==> src/rtl/etc_pkg.sv <==
// Shared types and defaults for the ETC lane sequencer.
package etc_pkg;

    typedef enum logic [2:0] {
        INIT      = 3'd0,
        IDLE      = 3'd1,
        WAIT_TAG  = 3'd2,
        CHECK     = 3'd3,
        OPEN      = 3'd4,
        WAIT_PASS = 3'd5,
        CLOSE     = 3'd6,
        REJECT    = 3'd7
    } state_t;

    localparam int DEF_BAL_W        = 16;
    localparam int DEF_FEE_W        = 12;
    localparam int DEF_TAG_TIMEOUT  = 200;
    localparam int DEF_PASS_TIMEOUT = 1000;

    function automatic int max_of(input int a, input int b);
        return (a > b) ? a : b;
    endfunction

endpackage

==> src/rtl/etc_lane_ctrl_if.sv <==
// Lane-side signal bundle: vehicle/tag/operator inputs and datapath command outputs.
interface etc_lane_ctrl_if
    import etc_pkg::*;
#(
    parameter int BAL_W = DEF_BAL_W,
    parameter int FEE_W = DEF_FEE_W
);
    logic             car_detect;
    logic             tag_valid;
    logic [BAL_W-1:0] tag_balance;
    logic             tag_blacklisted;
    logic [FEE_W-1:0] fee;
    logic             car_passed;
    logic             op_open;
    logic             op_close;
    logic             init;
    logic             up;
    logic             down;
    logic             en;
    logic             dis;
    logic             debit_valid;
    logic [FEE_W-1:0] debit_amount;
    logic             alarm;
    logic             busy;

    modport master (
        output car_detect, tag_valid, tag_balance, tag_blacklisted, fee,
               car_passed, op_open, op_close,
        input  init, up, down, en, dis, debit_valid, debit_amount, alarm, busy
    );

    modport slave (
        input  car_detect, tag_valid, tag_balance, tag_blacklisted, fee,
               car_passed, op_open, op_close,
        output init, up, down, en, dis, debit_valid, debit_amount, alarm, busy
    );

endinterface

==> src/rtl/etc_lane_timer.sv <==
// Clear/enable saturating cycle counter with a terminal-count compare.
module etc_lane_timer #(
    parameter int W = 10
) (
    input  logic         clk,
    input  logic         reset_n,
    input  logic         clr,
    input  logic         en,
    input  logic [W-1:0] limit,
    output logic [W-1:0] count,
    output logic         hit
);

    always_ff @(posedge clk or negedge reset_n) begin
        if (!reset_n) begin
            count <= '0;
        end else if (clr) begin
            count <= '0;
        end else if (en && (count != {W{1'b1}})) begin
            count <= count + W'(1);
        end
    end

    assign hit = (count == limit);

endmodule

==> src/rtl/etc_lane_ctrl.sv <==
// Per-lane ETC sequencer: vehicle detect, tag check, debit, barrier open/close,
// with operator override merged in (close always wins).
module etc_lane_ctrl
    import etc_pkg::*;
#(
    parameter int BAL_W        = DEF_BAL_W,
    parameter int FEE_W        = DEF_FEE_W,
    parameter int TAG_TIMEOUT  = DEF_TAG_TIMEOUT,
    parameter int PASS_TIMEOUT = DEF_PASS_TIMEOUT
) (
    input  logic            clk,
    input  logic            reset_n,
    etc_lane_ctrl_if.slave  lane
);

    localparam int TMR_W = $clog2(max_of(TAG_TIMEOUT, PASS_TIMEOUT) + 1);

    state_t           state;
    state_t           state_nxt;
    logic [TMR_W-1:0] count;
    logic [TMR_W-1:0] limit;
    logic             hit;
    logic             tmr_clr;
    logic             tmr_en;
    logic [BAL_W-1:0] bal_held;
    logic             bl_held;
    logic             pass_ok;
    logic             pass_timeout;

    logic             init_d;
    logic             up_d;
    logic             down_d;
    logic             en_d;
    logic             dis_d;
    logic             debit_d;
    logic [FEE_W-1:0] amount_d;
    logic             alarm_d;
    logic             busy_d;

    // One counter serves both waits; the limit follows whichever wait is active.
    assign limit   = (state == WAIT_TAG) ? TMR_W'(TAG_TIMEOUT - 1) : TMR_W'(PASS_TIMEOUT - 1);
    assign tmr_en  = (state == WAIT_TAG) || (state == WAIT_PASS);
    assign tmr_clr = (state_nxt != state) && ((state_nxt == WAIT_TAG) || (state_nxt == WAIT_PASS));

    etc_lane_timer #(.W(TMR_W)) u_timer (
        .clk     (clk),
        .reset_n (reset_n),
        .clr     (tmr_clr),
        .en      (tmr_en),
        .limit   (limit),
        .count   (count),
        .hit     (hit)
    );

    always_ff @(posedge clk) begin
        if ((state == WAIT_TAG) && lane.tag_valid) begin
            bal_held <= lane.tag_balance;
            bl_held  <= lane.tag_blacklisted;
        end
    end

    assign pass_ok      = !bl_held && (bal_held >= BAL_W'(lane.fee));
    assign pass_timeout = (state == WAIT_PASS) && hit && !lane.car_passed;

    always_comb begin
        state_nxt = state;
        case (state)
            INIT:      state_nxt = IDLE;
            IDLE:      if (lane.car_detect) state_nxt = WAIT_TAG;
            WAIT_TAG: begin
                if (lane.tag_valid)       state_nxt = CHECK;
                else if (!lane.car_detect) state_nxt = IDLE;
                else if (hit)             state_nxt = REJECT;
            end
            CHECK:     state_nxt = pass_ok ? OPEN : REJECT;
            OPEN:      state_nxt = WAIT_PASS;
            WAIT_PASS: if (lane.car_passed || hit) state_nxt = CLOSE;
            CLOSE:     state_nxt = IDLE;
            REJECT:    if (!lane.car_detect) state_nxt = IDLE;
            default:   state_nxt = INIT;
        endcase
    end

    // Any close (operator or automatic) masks an open issued in the same cycle.
    always_comb begin
        init_d   = (state == INIT);
        debit_d  = (state_nxt == OPEN);
        amount_d = debit_d ? lane.fee : '0;
        up_d     = debit_d && !lane.op_close;
        down_d   = (state_nxt == CLOSE);
        dis_d    = lane.op_close;
        en_d     = lane.op_open && !lane.op_close && !down_d;
        alarm_d  = (state_nxt == REJECT) || pass_timeout;
        busy_d   = (state_nxt != IDLE);
    end

    always_ff @(posedge clk or negedge reset_n) begin
        if (!reset_n) begin
            state             <= INIT;
            lane.init         <= 1'b0;
            lane.up           <= 1'b0;
            lane.down         <= 1'b0;
            lane.en           <= 1'b0;
            lane.dis          <= 1'b0;
            lane.debit_valid  <= 1'b0;
            lane.debit_amount <= '0;
            lane.alarm        <= 1'b0;
            lane.busy         <= 1'b0;
        end else begin
            state             <= state_nxt;
            lane.init         <= init_d;
            lane.up           <= up_d;
            lane.down         <= down_d;
            lane.en           <= en_d;
            lane.dis          <= dis_d;
            lane.debit_valid  <= debit_d;
            lane.debit_amount <= amount_d;
            lane.alarm        <= alarm_d;
            lane.busy         <= busy_d;
        end
    end

endmodule
==> src/flat_wrapper.sv <==
// flat-port wrapper written by rule: the top's interface ports become plain ports
module etc_lane_ctrl_flat import etc_pkg::*;
#(
    parameter int BAL_W        = DEF_BAL_W,
    parameter int FEE_W        = DEF_FEE_W,
    parameter int TAG_TIMEOUT  = DEF_TAG_TIMEOUT,
    parameter int PASS_TIMEOUT = DEF_PASS_TIMEOUT
)
  (clk, reset_n, lane_car_detect, lane_tag_valid, lane_tag_balance, lane_tag_blacklisted, lane_fee, lane_car_passed, lane_op_open, lane_op_close, lane_init, lane_up, lane_down, lane_en, lane_dis, lane_debit_valid, lane_debit_amount, lane_alarm, lane_busy);
  etc_lane_ctrl_if #(.BAL_W(BAL_W), .FEE_W(FEE_W)) lane_i ();
  input  logic clk;
  input  logic reset_n;
  input wire logic [$bits(lane_i.car_detect)-1:0] lane_car_detect;
  input wire logic [$bits(lane_i.tag_valid)-1:0] lane_tag_valid;
  input wire logic [$bits(lane_i.tag_balance)-1:0] lane_tag_balance;
  input wire logic [$bits(lane_i.tag_blacklisted)-1:0] lane_tag_blacklisted;
  input wire logic [$bits(lane_i.fee)-1:0] lane_fee;
  input wire logic [$bits(lane_i.car_passed)-1:0] lane_car_passed;
  input wire logic [$bits(lane_i.op_open)-1:0] lane_op_open;
  input wire logic [$bits(lane_i.op_close)-1:0] lane_op_close;
  output wire logic [$bits(lane_i.init)-1:0] lane_init;
  output wire logic [$bits(lane_i.up)-1:0] lane_up;
  output wire logic [$bits(lane_i.down)-1:0] lane_down;
  output wire logic [$bits(lane_i.en)-1:0] lane_en;
  output wire logic [$bits(lane_i.dis)-1:0] lane_dis;
  output wire logic [$bits(lane_i.debit_valid)-1:0] lane_debit_valid;
  output wire logic [$bits(lane_i.debit_amount)-1:0] lane_debit_amount;
  output wire logic [$bits(lane_i.alarm)-1:0] lane_alarm;
  output wire logic [$bits(lane_i.busy)-1:0] lane_busy;
  assign lane_i.car_detect = lane_car_detect;
  assign lane_i.tag_valid = lane_tag_valid;
  assign lane_i.tag_balance = lane_tag_balance;
  assign lane_i.tag_blacklisted = lane_tag_blacklisted;
  assign lane_i.fee = lane_fee;
  assign lane_i.car_passed = lane_car_passed;
  assign lane_i.op_open = lane_op_open;
  assign lane_i.op_close = lane_op_close;
  assign lane_init = lane_i.init;
  assign lane_up = lane_i.up;
  assign lane_down = lane_i.down;
  assign lane_en = lane_i.en;
  assign lane_dis = lane_i.dis;
  assign lane_debit_valid = lane_i.debit_valid;
  assign lane_debit_amount = lane_i.debit_amount;
  assign lane_alarm = lane_i.alarm;
  assign lane_busy = lane_i.busy;
  etc_lane_ctrl #(.BAL_W(BAL_W), .FEE_W(FEE_W), .TAG_TIMEOUT(TAG_TIMEOUT), .PASS_TIMEOUT(PASS_TIMEOUT)) u_core (.clk(clk), .reset_n(reset_n), .lane(lane_i));
endmodule
==> config.mk <==
export PLATFORM = sky130hd
export DESIGN_NAME = etc_lane_ctrl_flat
export DESIGN_NICKNAME = d
export VERILOG_FILES = /design/src/rtl/etc_pkg.sv /design/src/rtl/etc_lane_ctrl_if.sv /design/src/rtl/etc_lane_timer.sv /design/src/rtl/etc_lane_ctrl.sv /design/src/flat_wrapper.sv
export SDC_FILE = /design/constraint.sdc
export NUM_CORES = 1
export LEC_CHECK = 0
export ABC_AREA = 1
export BUFFER_PORTS_ARGS = -buffer_cell sky130_fd_sc_hd__buf_2
export CAP_MARGIN = 25
export CORE_MARGIN = 2
export CORE_UTILIZATION = 25
export DETAILED_ROUTE_END_ITERATION = 10
export PLACE_DENSITY = 0.5
export SLEW_MARGIN = 40
export SYNTH_ARGS = -nofsm -noshare
export SYNTH_HDL_FRONTEND = slang
export SYNTH_SLANG_ARGS = --single-unit
==> constraint.sdc <==
create_clock -name clk -period 2.1 [get_ports clk]
set_clock_uncertainty 0.1 [all_clocks]
set_input_delay 0.21 -clock clk [delete_from_list [all_inputs] [get_ports clk]]
set_output_delay 0.21 -clock clk [all_outputs]
set_load 0.005 [all_outputs]
==> results by group <==
Outcome
  • Status: complete, no violations

Global route
  • Met3 layer usage reported by global route: 2.81%
  • Overflow left after global routing: 0
  • GR peak layer: met2
  • Number of global-route vias before repair: 1867
  • Met1 Track Usage GR: 11.6%
  • Global-route usage over all layers: 9.71%
  • Met2 demand-to-capacity share in global routing: 16.7%
  • Number of antenna violations at the first check in global routing: 0
  • First-pass GRT wire length: 8400 um
  • Pin count of the biggest net entering global routing: 34

Synth
  • Synthesized area: 0.00255 sq mm
  • Synth Instances: 234
  • Synthesized area per cell: 10.9 sq um
  • Post-synthesis register bit count: 50
  • Warning count from the yosys run: 0
  • Post-synth cell types: 33
  • Net Count, Synth: 283
  • Sequential-to-total area share from yosys stat: 52.5%

Placement
  • Global placer's final weighted congestion: 0.792
  • Half-perimeter wire length after detailed placement: 3960 um
  • Placed cell count: 440
  • Setup WS pre-CTS: -0.0759 ns
  • Port Buffers: 55

Drt
  • # DRC: 0
  • Number of detailed-route iterations in the first pass: 4
  • Post-Route WL: 5400 um
  • Initial detailed-routing violation count: 100
  • Vias: 1861
  • DR vias/cell: 3.93
  • Antenna Violating Nets Remaining: 0
  • Wire length per cell after detailed routing: 11.4 um

Floorplan
  • Core region area: 0.00982 sq mm
  • Die X-Extent: 105 um
  • Starting density of the core: 25.9%
  • Die height: 105 um
  • Die area: 0.0110 sq mm
  • Io pins: 56
  • Number of rows in the core area: 36

Layout
  • Number of non-filler instances in the completed layout: 473
  • Commonest cells after routing, fill and taps aside: sky130_fd_sc_hd__buf_2, sky130_fd_sc_hd__inv_1, sky130_fd_sc_hd__dfrtp_1, sky130_fd_sc_hd__nand2_1, sky130_fd_sc_hd__dlygate4sd3_1
  • Post-layout nets: 388
  • Fraction of layout cells with a size suffix above 1: 46.2%
  • Number of fillers in the final layout: 1039
  • Final design utilization: 37.1%
  • Most common cell after layout, fill and taps aside: sky130_fd_sc_hd__buf_2
  • Number of antenna repair diodes: 0
  • Layout area overhead: 43.0%

Job
  • # Max-Cap Violations: 0

CTS
  • TritonCTS buffer count: 5
  • CTS tree: built
  • Total number of H-tree levels: 2
  • Worst-skew pair later-pin latency: 0.32 ns
  • Clock transition at the register clock pins on the worst setup and hold paths after CTS: 0.11 ns
  • Clock root buffer: sky130_fd_sc_hd__clkbuf_8
  • Max Root-Sink Buffers: 2
  • Clock Sink Count: 50

STA
  • Worst path setup slack after routing: 0.0374 ns
  • Worst Max-Slew Pin Slew: 0.425 ns
  • Final period util: 98.2%
  • Count of final max-slew check failures: 0
  • Setup repair after global routing missed its margin: yes
  • Worst relative slew slack: 71.7%
  • Final number of hold-violating endpoints: 0
  • Final setup violation count: 0
  • Maximum achievable frequency: 485 MHz
  • Final critical path time including I/O delays and setup: 2.06 ns

Worst setup path
  • Critical path launch point type: flip-flop
  • WS Path Type: flip-flop to flip-flop
  • Crit-path max FO: 10
  • Startpoint of the worst register-to-register path: u_core.bal_held[9]
  • CP startpoint: u_core.bal_held[9]
  • Required time reported for the critical path endpoint: 2.26 ns
  • Crit. End Element: flip-flop
  • Arr. time, crit path: 2.22 ns

Pwr
  • Reported leakage power: 0.00170 uW
  • Total power after layout: 3830 uW
  • Areal power density over the cells: 1050 mW/mm^2
  • Worst voltage drop across the vdd grid: 0.000468 V

Hold path
  • Min-delay src: lane_fee[1]
  • Kind of path behind the tightest hold check: primary input to flip-flop
sequential cells by signal, indices dropped and copies added (netlist names):
register / flops
u_core.lane.down: 1
u_core.state: 3
u_core.lane.init: 1
u_core.lane.debit_valid: 1
u_core.lane.alarm: 1
u_core.bl_held: 1
u_core.bal_held: 16
u_core.lane.busy: 1
u_core.lane.dis: 1
u_core.lane.debit_amount: 12
u_core.lane.en: 1
u_core.u_timer.count: 10
u_core.lane.up: 1
cell usage after synthesis, drive strengths merged:
cell type	number	area, sq um
mux2i	1	10.0
a211o	1	10.0
inv	39	146
edfxtp	17	510
buf	1	20.0
dfrtp	33	826
o31ai	1	7.51
nor2	31	191
o22ai	1	6.26
xor2	5	43.8
nand3b	2	15.0
nor4	1	21.3
nand3	14	105
ha	13	163
nand2	43	226
o21ai	3	15.0
a21oi	19	148
or2	1	8.76
a31o	1	8.76
nor3	4	30.0
nor3b	1	18.8
xnor2	1	8.76
a21o	1	7.51
kinds of logic after synthesis:
family | after synthesis | share of synthesized area [%]
XOR/XNOR | 6 | 2.06
AND/OR/NAND/NOR | 97 | 24.2
multiplexers | 1 | 0.393
AO/OA/AOI/OAI | 27 | 7.96
buffers and inverters | 40 | 6.53
flip-flops | 50 | 52.5
adder cells (fa/ha/maj) | 13 | 6.39
worst paths after layout:
check                      cells after the start  slack, ns                            to
min in group asynchronous                      2       0.27       u_core.u_timer.count[9]
max in group asynchronous                      2       1.33  u_core.lane.debit_amount[10]
min                                            3       0.07   u_core.lane.debit_amount[1]
max                                           11       0.04       u_core.u_timer.count[0]
min reg2reg                                    1       0.38              u_core.lane.init
max reg2reg                                   11       0.04       u_core.u_timer.count[0]
area by class of cell:
cell class              instances  area (sq um)  area share, %
flip-flops and latches         50          1340           36.7
multi-input cells             145          1230           33.7
repair buffers                 98           668           18.3
well taps                     133           166           4.57
inverters                      39           149           4.09
clock buffers                   5          68.8           1.89
clock inverters                 3          28.8          0.790
per-stage QoR:
step	instance area, sq um	hold WS (ns)	setup TNS, ns
CTS	3450	0.0120	0
global placement	3120	0.232	-0.600
floorplan	2550	-0.186	0
finish	3640	0.0699	0
global route	3640	0.0662	-0.842
detailed placement	3120	0.235	-1.22
power breakdown:
group          internal (uW)  switching (uW)  leakage [uW]
Combinational            764            1100       0.00106
Clock                    250             371     0.0000506
Sequential              1240             107      0.000590
Total                   2250            1580       0.00170
critical path: stages (launching register included):
cell and delay [ns]:
sky130_fd_sc_hd__edfxtp_1 0.44, sky130_fd_sc_hd__ha_4 0.30, sky130_fd_sc_hd__nand2_2 0.06, sky130_fd_sc_hd__nor3_4 0.23, sky130_fd_sc_hd__nand3_2 0.10, sky130_fd_sc_hd__nand3_2 0.09
sky130_fd_sc_hd__nand2_2 0.06, sky130_fd_sc_hd__nand2_4 0.08, sky130_fd_sc_hd__nand2_4 0.07, sky130_fd_sc_hd__a21oi_4 0.21, sky130_fd_sc_hd__nand2_8 0.12, sky130_fd_sc_hd__a21oi_2 0.15
what timing repair did:
item | in CTS | in global routing
pin swaps | 1 | 8
hold buffers | 22 | 0
cloned | 0 | 1
endpoints found under the setup margin | 22 | 23
setup buffers | 0 | 2
gates resized for setup | 1 | 29
hold endpoints to repair | 55 | 0
layer usage:
layer,vias to the layer above,wire (um)
li1,968,-
met1,846,2370
met2,40,2720
met3,7,243
met4,0,65
met5,-,0
Power figures use the tool's default switching activity.
